$ cat config.mk
export PLATFORM = sky130hd
export DESIGN_NAME = id_ex_operand_stage
export DESIGN_NICKNAME = d
export VERILOG_FILES = /design/src/rtl/id_ex_operand_stage.sv
export SDC_FILE = /design/constraint.sdc
export NUM_CORES = 1
export LEC_CHECK = 0
export CORE_ASPECT_RATIO = 0.9
export CORE_UTILIZATION = 35
export DETAILED_ROUTE_END_ITERATION = 10
export GPL_ROUTABILITY_DRIVEN = 0
export PLACE_DENSITY_LB_ADDON = 0.08
export SYNTH_ARGS = -nofsm -noshare
export SYNTH_HDL_FRONTEND = slang
export SYNTH_SLANG_ARGS = --single-unit
$ cat constraint.sdc
create_clock -name clk -period 2.9 [get_ports clk]
set_input_delay 0.725 -clock clk [delete_from_list [all_inputs] [get_ports clk]]
set_output_delay 0.725 -clock clk [all_outputs]
set_load 0.03 [all_outputs]
$ cat src/rtl/id_ex_operand_stage.sv
// ID/EX pipeline register with EX-stage operand forwarding and ALU control decode.
// Forwarded operands are combinational on top of the registered ID fields.
module id_ex_operand_stage #(
    parameter int unsigned DATA_W = 32,
    parameter int unsigned REG_AW = 5,
    parameter int unsigned FWD_EN = 1
) (
    input  logic              clk,
    input  logic              reset,
    input  logic              stall,
    input  logic              flush,
    input  logic              id_valid,
    input  logic [DATA_W-1:0] id_rs_data,
    input  logic [DATA_W-1:0] id_rt_data,
    input  logic [DATA_W-1:0] id_imm,
    input  logic [REG_AW-1:0] id_rs,
    input  logic [REG_AW-1:0] id_rt,
    input  logic [REG_AW-1:0] id_rd,
    input  logic              id_alusrc,
    input  logic              id_regdst,
    input  logic              id_regwrite,
    input  logic [1:0]        id_aluop,
    input  logic [5:0]        id_funct,
    input  logic              exmem_regwrite,
    input  logic [REG_AW-1:0] exmem_rd,
    input  logic [DATA_W-1:0] exmem_result,
    input  logic              memwb_regwrite,
    input  logic [REG_AW-1:0] memwb_rd,
    input  logic [DATA_W-1:0] memwb_result,
    output logic              ex_valid,
    output logic [DATA_W-1:0] Read_data_1,
    output logic [DATA_W-1:0] Read_data_2,
    output logic [3:0]        ALUControl,
    output logic [DATA_W-1:0] ex_store_data,
    output logic [REG_AW-1:0] ex_wreg,
    output logic              ex_regwrite,
    output logic              ex_illegal
);

    localparam logic [3:0] ALU_AND = 4'b0000;
    localparam logic [3:0] ALU_OR  = 4'b0001;
    localparam logic [3:0] ALU_ADD = 4'b0010;
    localparam logic [3:0] ALU_SUB = 4'b0110;
    localparam logic [3:0] ALU_SLT = 4'b0111;

    logic [3:0]        dec_ctl;
    logic              dec_bad;

    logic              valid_q;
    logic [DATA_W-1:0] rs_data_q;
    logic [DATA_W-1:0] rt_data_q;
    logic [DATA_W-1:0] imm_q;
    logic [REG_AW-1:0] rs_q;
    logic [REG_AW-1:0] rt_q;
    logic [REG_AW-1:0] wreg_q;
    logic              alusrc_q;
    logic              regwrite_q;
    logic              illegal_q;
    logic [3:0]        aluctl_q;

    logic [DATA_W-1:0] fwd_a;
    logic [DATA_W-1:0] fwd_b;

    // ALU control decode in ID; undecodable ops fall back to add and flag illegal
    always_comb begin
        dec_ctl = ALU_ADD;
        dec_bad = 1'b0;
        case (id_aluop)
            2'b00: dec_ctl = ALU_ADD;
            2'b01: dec_ctl = ALU_SUB;
            2'b10: begin
                case (id_funct)
                    6'b100000: dec_ctl = ALU_ADD;
                    6'b100010: dec_ctl = ALU_SUB;
                    6'b100100: dec_ctl = ALU_AND;
                    6'b100101: dec_ctl = ALU_OR;
                    6'b101010: dec_ctl = ALU_SLT;
                    default:   dec_bad = 1'b1;
                endcase
            end
            default: dec_bad = 1'b1;
        endcase
    end

    // Stage registers: reset and flush both load a bubble, stall holds
    always_ff @(posedge clk) begin
        if (reset || flush) begin
            valid_q    <= 1'b0;
            rs_data_q  <= '0;
            rt_data_q  <= '0;
            imm_q      <= '0;
            rs_q       <= '0;
            rt_q       <= '0;
            wreg_q     <= '0;
            alusrc_q   <= 1'b0;
            regwrite_q <= 1'b0;
            illegal_q  <= 1'b0;
            aluctl_q   <= ALU_ADD;
        end else if (!stall) begin
            valid_q    <= id_valid;
            rs_data_q  <= id_rs_data;
            rt_data_q  <= id_rt_data;
            imm_q      <= id_imm;
            rs_q       <= id_rs;
            rt_q       <= id_rt;
            wreg_q     <= id_regdst ? id_rd : id_rt;
            alusrc_q   <= id_alusrc;
            regwrite_q <= id_regwrite & id_valid & ~dec_bad;
            illegal_q  <= id_valid & dec_bad;
            aluctl_q   <= dec_ctl;
        end
    end

    // Forwarding: EX/MEM beats MEM/WB, register 0 is never forwarded
    always_comb begin
        fwd_a = rs_data_q;
        fwd_b = rt_data_q;
        if (FWD_EN != 0) begin
            if (exmem_regwrite && (exmem_rd == rs_q) && (rs_q != '0))
                fwd_a = exmem_result;
            else if (memwb_regwrite && (memwb_rd == rs_q) && (rs_q != '0))
                fwd_a = memwb_result;

            if (exmem_regwrite && (exmem_rd == rt_q) && (rt_q != '0))
                fwd_b = exmem_result;
            else if (memwb_regwrite && (memwb_rd == rt_q) && (rt_q != '0))
                fwd_b = memwb_result;
        end
    end

    assign ex_valid      = valid_q;
    assign Read_data_1   = fwd_a;
    assign Read_data_2   = alusrc_q ? imm_q : fwd_b;
    assign ex_store_data = fwd_b;
    assign ALUControl    = aluctl_q;
    assign ex_wreg       = wreg_q;
    assign ex_regwrite   = regwrite_q;
    assign ex_illegal    = illegal_q;

endmodule
==> metrics <==
area leader, netlist=dfxtp_1; Crit path required time=roughly 2.2 ns; Max IR drop VDD=about 0.00035 V; compound-cell area share of the yosys netlist=a little over an eighth; Critical R2R Launch=alusrc_q$_SDFFE_PP0N_; skew final=0 ns; RSZ-0062 raised after global routing=yes; initial antenna violation count=1; nets@finish=approximately 1300; Post-synth EDFFs=0; Placed Cells=roughly 1300; most frequent cells in the layout=clkdlybuf4s50_1 (200), nor2_1 (149), mux2i_1 (133); crit path max fanout=8; Critical Path Stages=8; Placeable Area=18700 sq um; Core Rows=47; Simple-Gate Fraction of Synth Area=between 10% and 20%; pin count of the biggest net entering global routing=slightly above 70; # DRC=0; Placement Setup Slack=-0.578 ns; Post-Route WL=~27000 microns; Hold Vio Cnt, Final=0; XOR/XNOR Fraction of Synth Area=2.32%; largest family of logic cells by synthesized area=multiplexers; Crit-path slowest cell=dfxtp_4; PD cells=just under 400 nW/um^2; leak pwr=5.04 nW; Avg Inst Size Synth=8.78 sq um; area share of fa/ha/maj cells after synthesis=0.553%; sequential cell area fraction in the yosys report=around a third; sw frac=between 20% and 30%; Clock Path Buffers=2; Bufs and invs on worst path=3; CTS tree=done; CTS buffer count=17; Tot Pwr=slightly above 5 mW; first-pass GRT wire length=between 30000 and 40000 microns; Pre-Repair DR Iteration Count=5; Hold Path Class=reg -> reg; Reg2Reg Depth=3; Placed Area=around 10000 sq um; Worst path top cell family by delay=compound AO/OA/AOI/OAI gates; Worst Hold Path Cells=2; DP HPWL=between 15000 and 20000 microns; CTS H-Tree Depth=4; Avg WL per Cell=slightly below 20 microns; grt ovf=0; Max Fclk=312 MHz; yosys warns=0; Yosys top cell area share=between 30% and 40%; distinct cell type count after synthesis=44; Port Buf Inserts=309; share of layout cells above drive strength 1=a little under two fifths; crit-path cells=nor4_4 -> nor3_2 -> o2111a_2 -> buf_8 -> buf_12 -> mux2i_4 -> a221oi_2 -> buf_4; Via Count=~7000; worst skew pair latency=0.41 ns; total I/O pin count=roughly 310; Die Ht=134 microns; critical path data arrival time=between 2 and 2.5 ns; Worst Tran Pin Value=0.792 ns; Rel. slew slack=between 40% and 50%; outcome=finished with violations; slowest stage delay, CP=0.36 ns; Final Setup Violations=96; minimum clock period=3.21 ns; violated checks=negative setup slack; Die ar.=roughly 20000 sq um; Root Driver=clkbuf_16; synthesis-to-finish area growth=88.4%; Sequential Power Share=roughly 34%; crit path capture type=output pin; Syn Inst Count=approximately 770; power share of the combinational group=22.1%; top cells by area, synth=dfxtp_1 (35%), mux2i_1 (26%), nor2_1 (8.6%); P_sw=about 1.3 mW; DR iter-0 viols=240; post-synth net total=between 900 and 1000; R2R setup slack=around 1.6 ns; ys async rst share=0%; setup slack after layout=-0.307 ns; mux contribution to synthesized area=26.1%; P_int=roughly 3.7 mW; GRT Total Usage=roughly a quarter; vias per cell=around 5.1; final instance area=roughly 13000 sq um; critical path class=reg -> out; Slew Viols, Final=0; ANT nets after route=0; Cell Count, Final, Fillers Out=around 1400; Die W=between 100 and 150 microns; leading cell type in the layout, fill and taps excluded=clkdlybuf4s50_1; FF-to-FF End=alusrc_q$_SDFFE_PP0N_; filler cell count=between 1000 and 1500; Synth Cell Area=slightly below 7000 sq um; predominant post-synthesis flop cell=dfxtp_1; CP startpoint kind=flip-flop; Final Cycle Share=111%; max_cap viols=0; vias in the first global route=around 6800; hold endpoint=ex_valid$_SDFFE_PP0N_; Starting Density=approximately 36%; clock slew at reported path FFs=around 0.06 ns; synthesized flop and latch total=roughly 120; HP Start=ex_valid$_SDFFE_PP0N_; clock group share of total power=about 44%; Clock Sinks=~120; Fin Setup TNS=-14.89 ns
-- sequential cells by signal, summed over array words and instances (netlist names) --
name and flops:
rs_data_q 32, rt_q 5, rt_data_q 32, ex_valid 1
ex_regwrite 1, ex_wreg 5, rs_q 5, imm_q 32
ex_illegal 1, alusrc_q 1, ALUControl 3
-- power groups by stage --
stage | clock [mW] | sequential, mW | combinational, mW
after floorplan | 0 | 1.74 | 0.470
after global placement | 0 | 1.75 | 0.963
after detailed placement | 0 | 1.75 | 0.967
after CTS | 2.26 | 1.72 | 1.04
after global routing | 2.34 | 1.72 | 1.18
final | 2.22 | 1.72 | 1.12
-- synthesized netlist by cell type (6+ instances only) --
| cell | n |
|---|---|
| nand2_1 | 35 |
| dfxtp_1 | 118 |
| inv_1 | 34 |
| buf_6 | 6 |
| a21oi_1 | 40 |
| xor2_1 | 10 |
| o21ai_1 | 31 |
| clkbuf_1 | 35 |
| buf_2 | 11 |
| nor3_1 | 36 |
| nor2_1 | 155 |
| a221oi_2 | 30 |
| xnor2_1 | 8 |
| buf_1 | 6 |
| mux2i_1 | 177 |
-- cells by family after synthesis --
| kind of cell | after synthesis |
|---|---|
| xor gates and xnor gates | 18 |
| muxes | 177 |
| DFF | 118 |
| buffers and inverters | 97 |
| other | 1 |
| AOI/OAI and AO/OA | 113 |
| and+or+nand+nor | 246 |
| adders and majority gates | 3 |
-- final cells by class --
class | count | area (sq um) | area share [%]
clock inverters | 11 | 148 | 1.15
multi-input cells | 559 | 5100 | 39.9
well taps | 245 | 307 | 2.40
inverters | 34 | 128 | 0.998
flip-flops and latches | 118 | 2390 | 18.7
clock buffers | 21 | 480 | 3.76
diodes | 1 | 2.50 | 0.0196
repair buffers | 387 | 4230 | 33.1
-- worst max path at each step --
stage	startpoint	endpoint	slack [ns]
6_report	rt_q[0]$_SDFFE_PP0N_	Read_data_2[22]	-0.31
5_1_grt	rt_q[0]$_SDFFE_PP0N_	Read_data_2[22]	-0.39
4_1_cts	rs_q[1]$_SDFFE_PP0N_	Read_data_1[15]	-0.31
3_5_place_dp	memwb_rd[0]	ex_store_data[31]	-0.58
3_3_place_gp	memwb_rd[1]	Read_data_2[22]	-0.55
2_1_floorplan	exmem_rd[3]	Read_data_2[22]	-0.03
-- routing by layer --
layer  routed length (microns)  track usage (%)  vias to the layer above
li1                          -                -                     3384
met1                     11000             29.2                     3322
met2                     13000             41.9                      243
met3                      1950             7.48                       32
met4                       506             7.71                        0
met5                         0                0                        -
-- repair_timing --
action,4_1_cts,5_1_grt
endpoints found under the setup margin,96,96
buffers inserted,19,8
gates cloned,8,6
hold endpoints to repair,0,0
pin swaps,57,49
resized for setup,203,185
hold buffers,0,0
-- stage by stage --
| stage | hold WS (ns) | util [%] |
|---|---|---|
| 3_3_place_gp | 0.470 | 54.6 |
| 3_5_place_dp | 0.478 | 54.6 |
| 6_report | 0.488 | 68.4 |
| 5_1_grt | 0.514 | 68.4 |
| 2_1_floorplan | 0.463 | - |
| 4_1_cts | 0.491 | 63.8 |
-- worst register-to-register path, delay by kind of cell (launching register included) --
family | cells | cell delay (ns)
mux | 1 | 0.13
buf+inv | 1 | 0.34
flops | 1 | 0.65
simple gates | 1 | 0.09
No activity file was read; power rests on OpenSTA's default activity.
